**src/rtl/picomips_pkg.sv**
```systemverilog
// Shared types for the picoMIPS sequencing controller: opcodes, ALU codes, decode record and
// FSM states.
package picomips_pkg;

  localparam int unsigned OpWidth = 4;

  typedef enum logic [OpWidth-1:0] {
    OpNop   = 4'd0,
    OpAdd   = 4'd1,
    OpAddi  = 4'd2,
    OpSub   = 4'd3,
    OpSubi  = 4'd4,
    OpMuli  = 4'd5,
    OpBeq   = 4'd6,
    OpJ     = 4'd7,
    OpWaith = 4'd8,
    OpWaitl = 4'd9,
    OpHalt  = 4'd15
  } opcode_t;

  typedef logic [2:0] alufunc_t;

  localparam alufunc_t AluAdd  = 3'b000;
  localparam alufunc_t AluSub  = 3'b001;
  localparam alufunc_t AluMul  = 3'b010;
  localparam alufunc_t AluPass = 3'b011;

  typedef enum logic [2:0] {
    ClsNop,
    ClsAlu,
    ClsMul,
    ClsBeq,
    ClsJmp,
    ClsWaitH,
    ClsWaitL,
    ClsHalt
  } op_class_t;

  typedef struct packed {
    op_class_t cls;
    alufunc_t  alufunc;
    logic      imm;
    logic      writes;
  } decode_t;

  typedef enum logic [1:0] {
    StExec,
    StMulw,
    StWaitw,
    StHalted
  } state_t;

endpackage

```
**src/rtl/picomips_decode.sv**
```systemverilog
// Combinational opcode decoder; unlisted opcodes decode as NOP.
module picomips_decode
  import picomips_pkg::*;
(
  input  logic [OpWidth-1:0] opcode_i,
  output decode_t            dec_o
);

  always_comb begin
    dec_o.cls     = ClsNop;
    dec_o.alufunc = AluAdd;
    dec_o.imm     = 1'b0;
    dec_o.writes  = 1'b0;
    case (opcode_i)
      OpAdd: begin
        dec_o.cls    = ClsAlu;
        dec_o.writes = 1'b1;
      end
      OpAddi: begin
        dec_o.cls    = ClsAlu;
        dec_o.imm    = 1'b1;
        dec_o.writes = 1'b1;
      end
      OpSub: begin
        dec_o.cls     = ClsAlu;
        dec_o.alufunc = AluSub;
        dec_o.writes  = 1'b1;
      end
      OpSubi: begin
        dec_o.cls     = ClsAlu;
        dec_o.alufunc = AluSub;
        dec_o.imm     = 1'b1;
        dec_o.writes  = 1'b1;
      end
      OpMuli: begin
        dec_o.cls     = ClsMul;
        dec_o.alufunc = AluMul;
        dec_o.imm     = 1'b1;
        dec_o.writes  = 1'b1;
      end
      OpBeq:   dec_o.cls = ClsBeq;
      OpJ:     dec_o.cls = ClsJmp;
      OpWaith: dec_o.cls = ClsWaitH;
      OpWaitl: dec_o.cls = ClsWaitL;
      OpHalt:  dec_o.cls = ClsHalt;
      default: dec_o.cls = ClsNop;
    endcase
  end

endmodule

```
**src/rtl/picomips_ctrl.sv**
```systemverilog
// picoMIPS sequencing controller: drives PC strobes and datapath controls, stalling the PC for
// multi-cycle multiplies, switch waits and HALT.
module picomips_ctrl
  import picomips_pkg::*;
#(
  parameter int unsigned Osize     = OpWidth,
  parameter int unsigned MulCycles = 3
) (
  input  logic             clk,
  input  logic             nreset,
  input  logic [Osize-1:0] opcode,
  input  logic             Z,
  input  logic             go,
  output logic             PCincr,
  output logic             PCrelbranch,
  output logic             PCabsbranch,
  output logic             w,
  output logic             imm,
  output logic [2:0]       ALUfunc,
  output logic             mul_en,
  output logic             busy
);

  // cnt counts the MULW cycles still to go after the current one.
  localparam logic [3:0] CntLoad = (MulCycles > 1) ? 4'(MulCycles - 2) : 4'd0;

  state_t     state_q, state_d;
  logic [3:0] cnt_q, cnt_d;
  decode_t    dec;

  picomips_decode u_decode (
    .opcode_i (opcode),
    .dec_o    (dec)
  );

  always_ff @(posedge clk) begin
    if (!nreset) begin
      state_q <= StExec;
      cnt_q   <= 4'd0;
    end else begin
      state_q <= state_d;
      cnt_q   <= cnt_d;
    end
  end

  always_comb begin
    state_d     = state_q;
    cnt_d       = cnt_q;
    PCincr      = 1'b0;
    PCrelbranch = 1'b0;
    PCabsbranch = 1'b0;
    w           = 1'b0;
    imm         = 1'b0;
    ALUfunc     = AluAdd;
    mul_en      = 1'b0;
    busy        = 1'b0;
    unique case (state_q)
      StExec: begin
        unique case (dec.cls)
          ClsAlu: begin
            w       = dec.writes;
            imm     = dec.imm;
            ALUfunc = dec.alufunc;
            PCincr  = 1'b1;
          end
          ClsNop: PCincr = 1'b1;
          ClsBeq: begin
            PCrelbranch = Z;
            PCincr      = !Z;
          end
          ClsJmp: PCabsbranch = 1'b1;
          ClsMul: begin
            mul_en = 1'b1;
            imm    = dec.imm;
            if (MulCycles > 1) begin
              cnt_d   = CntLoad;
              state_d = StMulw;
            end else begin
              w       = dec.writes;
              ALUfunc = dec.alufunc;
              PCincr  = 1'b1;
            end
          end
          ClsWaitH: begin
            if (go) PCincr = 1'b1;
            else    state_d = StWaitw;
          end
          ClsWaitL: begin
            if (!go) PCincr = 1'b1;
            else     state_d = StWaitw;
          end
          ClsHalt: state_d = StHalted;
          default: PCincr = 1'b1;
        endcase
      end
      StMulw: begin
        mul_en = 1'b1;
        imm    = 1'b1;
        busy   = 1'b1;
        if (cnt_q != 4'd0) begin
          cnt_d = cnt_q - 4'd1;
        end else begin
          w       = 1'b1;
          ALUfunc = AluMul;
          PCincr  = 1'b1;
          state_d = StExec;
        end
      end
      StWaitw: begin
        busy = 1'b1;
        // PC is held, so the opcode still names the wait instruction.
        if ((dec.cls == ClsWaitH) ? go : !go) begin
          PCincr  = 1'b1;
          state_d = StExec;
        end
      end
      StHalted: busy = 1'b1;
      default: state_d = StExec;
    endcase
  end

endmodule

```
**config.mk**
```make
export PLATFORM = sky130hd
export DESIGN_NAME = picomips_ctrl
export DESIGN_NICKNAME = d
export VERILOG_FILES = /design/src/rtl/picomips_pkg.sv /design/src/rtl/picomips_decode.sv /design/src/rtl/picomips_ctrl.sv
export SDC_FILE = /design/constraint.sdc
export NUM_CORES = 1
export LEC_CHECK = 0
export BUFFER_PORTS_ARGS = -buffer_cell sky130_fd_sc_hd__buf_4
export CAP_MARGIN = 10
export CORE_MARGIN = 3
export CORE_UTILIZATION = 50
export CTS_BUF_LIST = sky130_fd_sc_hd__clkbuf_2
export CTS_CLUSTER_DIAMETER = 150
export DETAILED_ROUTE_END_ITERATION = 6
export PLACE_DENSITY = 0.86
export REMOVE_ABC_BUFFERS = 1
export SETUP_SLACK_MARGIN = 0.5
export SYNTH_ARGS = -nofsm -noshare
export SYNTH_HDL_FRONTEND = slang
export SYNTH_SLANG_ARGS = --single-unit
```
**constraint.sdc**
```tcl
create_clock -name clk -period 4.8 [get_ports clk]
set_input_delay 0.96 -clock clk [delete_from_list [all_inputs] [get_ports clk]]
set_output_delay 0.96 -clock clk [all_outputs]
set_load 0.005 [all_outputs]
```
==> summary.txt, run 1 <==
Synthesis
  • Synth area leaders: dfxtp_1 (18%), ha_1 (13%), inv_1 (6.6%)
  • Top cells by count, synth: inv_1 (12), nand2_1 (10), ha_1 (7), dfxtp_1 (6), nor2_1 (6)
  • Area fraction of the dominant cell type after synthesis: 17.5%
  • Synthesized area per cell: slightly below 8 sq um
  • Commonest register cell after synthesis: dfxtp_1
  • Cells after Synth: between 80 and 90
  • Yosys warning count: 0
  • Synth cell types: 37
  • Seq cells post-synth: 6
  • Area leader, netlist: dfxtp_1
  • Async SR Flop Fraction: 0%
  • Most common cell in the synthesized netlist: inv_1
  • Sequential-to-total area share from yosys stat: between 10% and 20%
  • Netlist Area Pre-Place: 686 sq um
  • EDFF count, synth: 0

STA
  • TNS Setup: 0 ps
  • Final Hold Vio Count: 0
  • RSZ-0062 raised after global routing: false
  • Final Skew: 13.4 ps
  • Max-slew violations: 0
  • Fmax: 0.282 GHz
  • Hold Slack: between 500 and 600 ps
  • Final setup fails: 0
  • Tcrit/Tclk final: 73.9%
  • Final min period: about 3500 ps

Final layout
  • Layout cells sized above 1: 24.8%
  • Layout area overhead: 19.7%
  • Layout Nets: 122
  • Number of diodes: 0

Power and ir drop
  • LEAKAGE: approximately 0.00040 uW
  • Power Density: 412 mW/mm^2
  • IR drop worst, VDD: 229 uV

Clock network
  • Clock Tree Buf Depth: 2
  • Clk slew on worst S/H paths: 80 ps
  • Clock sink count: 6
  • CTS buffer count: 3
  • CTS tree: yes
  • Worst-Skew Late Latency: 240 ps
  • Post-CTS sizing: 0
  • H-tree depth: 1
  • Root Buffer: clkbuf_2
  • Setup repair bufs after CTS: 0
  • Hold-fix buffers, CTS: 0

Global routing
  • Pin count of the biggest net entering global routing: 13
  • First-pass GRT wire length: 2640 um
  • GRT Util Overall: a little under a fifth
  • Total gr overflow: 0
  • Vias in the first global route: 601
  • Antenna violations before repair: 0

Setup path
  • WS Path Type: primary input to output pin
  • Worst Path Required: 3840 ps
  • Type of origin of the critical path: primary input
  • CP endpoint kind: output pin
  • Crit Path Max Fanout: 12
  • WP data arrival: 2590 ps

Outcome
  • Status: completed

Route
  • DRC Markers: 0
  • Initial DRT Pass Iterations: 4
  • DR vias: 681
  • Final WL: 1530 um
  • Wire per inst: around 13 um
  • Post-route ant nets: 0
  • Initial detailed-routing violation count: 12
  • Vias per cell: 5.72

Placed design
  • Placer Congestion: 0.798
  • Hpwl dp: 1220 um
  • IO Port Bufs: 16

Floorplan
  • Die Ht: 43.0 um
  • Num ports: 18
  • # rows: 12
  • Die area: 0.00185 sq mm
  • Die span in x: approximately 43 um
  • Initial Util: 57.1%
  • Core area: 0.00120 sq mm

Hold path
  • Hold WC Path Type: flop to flop

Run
  • Max-Cap Viols: 0
-- placed cells by master (no fill, tap or decap) --
| cell type | count |
|---|---|
| a2111oi_4 | 1 |
| a21boi_1 | 1 |
| a21o_1 | 2 |
| a21oi_1 | 4 |
| a31oi_1 | 1 |
| and4bb_2 | 1 |
| buf_4 | 16 |
| clkbuf_2 | 3 |
| conb_1 | 1 |
| dfxtp_1 | 6 |
| ha_1 | 7 |
| inv_1 | 12 |
| mux2i_1 | 2 |
| nand2_1 | 10 |
| nand2b_1 | 3 |
| nand3_1 | 2 |
| nand3b_1 | 2 |
| nand3b_2 | 1 |
| nor2_1 | 6 |
| nor2b_1 | 1 |
| nor3_1 | 1 |
| nor3b_1 | 2 |
| nor4_1 | 1 |
| o211a_1 | 1 |
| o21a_1 | 1 |
| o21ai_0 | 5 |
| o221a_2 | 1 |
| o221ai_1 | 1 |
| o22a_2 | 1 |
| o31a_1 | 1 |
| o41ai_2 | 1 |
| or2b_1 | 1 |
| or3_1 | 1 |
| or3b_4 | 1 |
| or4_1 | 2 |
| xnor2_1 | 1 |
| xor2_1 | 1 |
-- where the power goes --
group / switching, uW / total (uW) / internal, uW
clock network: 21.6 / 38.6 / 17.0
registers: 12.3 / 74.8 / 62.5
logic: 114 / 225 / 111
-- area by class of cell --
type	count	area, sq um
clock buffers	3	15.0
multi-input cells	68	503
repair buffers	16	120
well taps	14	17.5
fillers	101	380
inverters	12	45.0
flip-flops and latches	6	120
-- cell families after synthesis --
group                      after synthesis  share of synthesized area (%)
and+or+nand+nor                         35                           29.2
adders and majority gates                7                           12.8
buffers and inverters                   15                           9.12
other                                    1                          0.547
DFF                                      6                           17.5
AOI/OAI and AO/OA                       21                           25.4
xor gates and xnor gates                 2                           2.56
muxes                                    2                           2.92
-- sequential cells by signal (all words and copies together) (netlist names) --
name and flops:
cnt_q 4, state_q 2
-- final timing paths --
check	from	to	slack (ps)	depth (start not counted)
setup / recovery	opcode[1]	PCincr	1250	9
hold / removal	cnt_q[1]$_SDFFE_PN0P_	cnt_q[1]$_SDFFE_PN0P_	500	2
setup reg to reg	state_q[0]$_SDFFE_PN0P_	cnt_q[1]$_SDFFE_PN0P_	2950	6
hold reg to reg	cnt_q[1]$_SDFFE_PN0P_	cnt_q[1]$_SDFFE_PN0P_	500	2
-- worst max-delay path, stage by stage --
cell	delay, ps
buf_4	150
or3b_4	420
nor2_1	100
ha_1	160
and4bb_2	230
a21oi_1	120
o221ai_1	130
a31oi_1	180
buf_4	130
-- routing by layer --
metal	vias up	routed length, um	track usage, %
li1	346	-	-
met1	306	688	22.8
met2	25	729	31.4
met3	4	91	5.08
met4	0	20	5.42
met5	-	0	0
-- stage by stage --
stage	power (uW)	util (%)	instances	instance area [sq um]	setup slack, ps
after floorplan	217	-	86	668	1590
after global placement	296	67.1	116	806	1300
after detailed placement	301	67.1	116	806	1260
after CTS	339	68.3	119	821	1260
after global routing	373	68.3	119	821	1110
final	338	68.3	119	821	1250
Power figures use the tool's default switching activity.
==> run 2, diff against run 1 <==
ABC_AREA = 1   (was default)
clock period = 3.3 ns   (was 4.8 ns; I/O delays follow)
==> summary.txt, run 2 <==
Placed design
  • IO Port Bufs: 16 (unchanged)
  • Hpwl dp: 1310 um (+7.4%)
  • Placer Congestion: 0.793 (-0.70%)

Floorplan
  • Initial Util: 57.8% (+0.73 points)
  • Die span in x: 43.3 um (+0.55%)
  • Die area: 0.00187 sq mm (+1.1%)
  • Die Ht: 43.3 um (+0.55%)
  • # rows: 12 (unchanged)
  • Num ports: 18 (unchanged)
  • Core area: 0.00120 sq mm (unchanged)

STA
  • Final Hold Vio Count: 0 (unchanged)
  • TNS Setup: 0 ps (unchanged)
  • Final setup fails: 0 (unchanged)
  • Final min period: around 2500 ps
  • RSZ-0062 raised after global routing: false
  • Tcrit/Tclk final: 75.1%
  • Max-slew violations: 0 (unchanged)
  • Final Skew: 8.12 ps (-5.24 ps)
  • Fmax: slightly above 0.4 GHz

Power and ir drop
  • Seq pwr share: 20.4% (-1.7 points)
  • Power Density: 640 mW/mm^2 (+55%)
  • Internal Power: 278 uW (+46%)
  • Logic pwr share: 70.0% (+3.5 points)
  • Switching part of the total: 48.2% (+4.5 points)
  • LEAKAGE: 0.000458 uW (+14%)
  • Clock network power share: 9.6% (-1.8 points)
  • IR drop worst, VDD: 479 uV (+110%)
  • Net Switching: 259 uW (+75%)

Setup path
  • WP data arrival: 1820 ps (-770 ps)
  • Crit path from: opcode[1]
  • Setup crit end: PCincr
  • Worst R2R Setup Slack: 1670 ps (-1280 ps)
  • Crit Path Max Fanout: 5 (-7)
  • Type of origin of the critical path: primary input
  • WS Path Type: primary input to output pin
  • Reg-to-reg critical path endpoint: cnt_q[2]$_SDFFE_PN0P_
  • Worst Path Required: 2640 ps (-1200 ps)
  • R2R depth: 8 (+2)
  • FF-to-FF Start: state_q[0]$_SDFFE_PN0P_
  • CP endpoint kind: output pin

Final layout
  • Max FFs per register: 4 (unchanged)
  • Largest reg by FF count: cnt_q
  • Layout cells sized above 1: 22.1% (-2.7 points)
  • Final core occ: 69.9% (+1.6 points)
  • Largest regs: cnt_q: 4 flops, state_q: 2 flops
  • Layout area overhead: 20.9%
  • Number of diodes: 0 (unchanged)
  • Layout Nets: 153 (+25%)
  • Fillers: 111 (+9.9%)
  • Commonest non-fill, non-tap cell in the layout: nand2_1
  • Commonest non-fill, non-tap cells in the layout: nand2_1 (26), inv_1 (22), nor2_1 (17)

Synthesis
  • Synth area leaders: dfxtp_1 (17%), nand2_1 (14%), ha_1 (13%)
  • Top cells by count, synth: nand2_1 (26), inv_1 (22), nor2_1 (17), nand3_1 (9), ha_1 (7)
  • Async SR Flop Fraction: 0% (unchanged)
  • Yosys warning count: 0 (unchanged)
  • Netlist Area Pre-Place: 694 sq um (+1.3%)
  • Seq cells post-synth: 6 (unchanged)
  • Sequential-to-total area share from yosys stat: 17.3% (-0.22 points)
  • Most common cell in the synthesized netlist: nand2_1
  • Area fraction of the dominant cell type after synthesis: 17.3% (-0.22 points)
  • Cells after Synth: 118 (+33%)
  • Area leader, netlist: dfxtp_1
  • EDFF count, synth: 0 (unchanged)
  • Commonest register cell after synthesis: dfxtp_1
  • Synth cell types: 24 (-35%)
  • Synthesized area per cell: 5.88 sq um (-24%)

Route
  • Initial detailed-routing violation count: 32 (+20)
  • DR vias: 753 (+11%)
  • Wire per inst: 10.5 um (-19%)
  • Vias per cell: 5.02 (-12%)
  • Final WL: 1570 um (+2.5%)
  • DRC Markers: 0 (unchanged)
  • Initial DRT Pass Iterations: 4 (unchanged)
  • Post-route ant nets: 0 (unchanged)

Global routing
  • Total gr overflow: 0 (unchanged)
  • First-pass GRT wire length: 2740 um (+3.7%)
  • Pin count of the biggest net entering global routing: 7 (-6)
  • GRT Util Overall: 18.9% (+0.34 points)
  • Vias in the first global route: 675 (+12%)
  • Antenna violations before repair: 0 (unchanged)

Clock network
  • CTS tree: yes
  • Root Buffer: clkbuf_2
  • CTS buffer count: 3 (unchanged)
  • Hold-fix buffers, CTS: 0 (unchanged)
  • Setup repair bufs after CTS: 0 (unchanged)
  • Worst-Skew Late Latency: 230 ps (about the same)
  • H-tree depth: 1 (unchanged)
  • Post-CTS sizing: 0 (unchanged)
  • Clk slew on worst S/H paths: 60 ps (-20 ps)
  • Clock Tree Buf Depth: 2 (unchanged)
  • Clock sink count: 6 (unchanged)

Run
  • Max-Cap Viols: 0 (unchanged)

Outcome
  • Status: completed

Hold path
  • Hold WC Path Type: flop to flop
## run 2: logic make-up (layout without fill, tap and decap cells)
| group | Yosys count | count (layout) | synth area share (%) |
|---|---|---|---|
| compound gates | 15 | 15 | 14.2 |
| xor+xnor | 1 | 1 | 1.26 |
| fa+ha+maj | 7 | 7 | 12.6 |
| buf+inv | 26 | 44 | 14.6 |
| flops | 6 | 6 | 17.3 |
| other cells | 1 | 1 | 0.540 |
| simple gates | 62 | 62 | 39.5 |
## run 2: power groups by stage
stage,logic (uW),clock network [uW],registers [uW]
floorplan,246,0,107
global placement,363,0,109
detailed placement,373,0,111
CTS,375,52.5,109
global route,426,60.5,113
finish,376,51.5,110
## run 2: worst min-delay path by stage
stage | from | slack, ps | cells past startpoint | end
finish | cnt_q[1]$_SDFFE_PN0P_ | 490 | 2 | cnt_q[1]$_SDFFE_PN0P_
global route | cnt_q[1]$_SDFFE_PN0P_ | 510 | 2 | cnt_q[1]$_SDFFE_PN0P_
CTS | cnt_q[1]$_SDFFE_PN0P_ | 490 | 2 | cnt_q[1]$_SDFFE_PN0P_
detailed placement | cnt_q[1]$_SDFFE_PN0P_ | 480 | 2 | cnt_q[1]$_SDFFE_PN0P_
global placement | cnt_q[1]$_SDFFE_PN0P_ | 470 | 2 | cnt_q[1]$_SDFFE_PN0P_
floorplan | cnt_q[1]$_SDFFE_PN0P_ | 450 | 2 | cnt_q[1]$_SDFFE_PN0P_
## run 2: per-layer routing
metal / up-vias / routed length [um] / global-route usage [%]
met1: 336 / 773 / 25.9
met5: - / 0 / 0
li1: 397 / - / -
met4: 0 / 0 / 3.61
met2: 20 / 700 / 27.7
met3: 0 / 95 / 7.63
## run 2: cell type report
class	count	area (sq um)	share of cell area (%)
Clock buffer	3	15.0	1.79
Inverter	25	93.8	11.2
Multi-Input combinational cell	86	473	56.3
Sequential cell	6	120	14.3
Tap cell	14	17.5	2.09
Timing Repair Buffer	16	120	14.3
## run 2: worst max-delay path, cell delays in order
cell     delay, ps
buf_4          120
inv_2           80
nand2_1        100
nor2_1         120
ha_1           250
o21ai_0        170
inv_1           50
a21oi_1        140
buf_4          120
## run 2: per-stage QoR
| stage | area [sq um] | cells | hold slack (ps) | setup slack (ps) | total power (uW) |
|---|---|---|---|---|---|
| global placement | 825 | 147 | 471 | 876 | 472 |
| global route | 840 | 150 | 509 | 662 | 599 |
| detailed placement | 825 | 147 | 477 | 837 | 483 |
| floorplan | 687 | 117 | 453 | 1160 | 352 |
| CTS | 840 | 150 | 486 | 825 | 537 |
| finish | 840 | 150 | 488 | 821 | 537 |
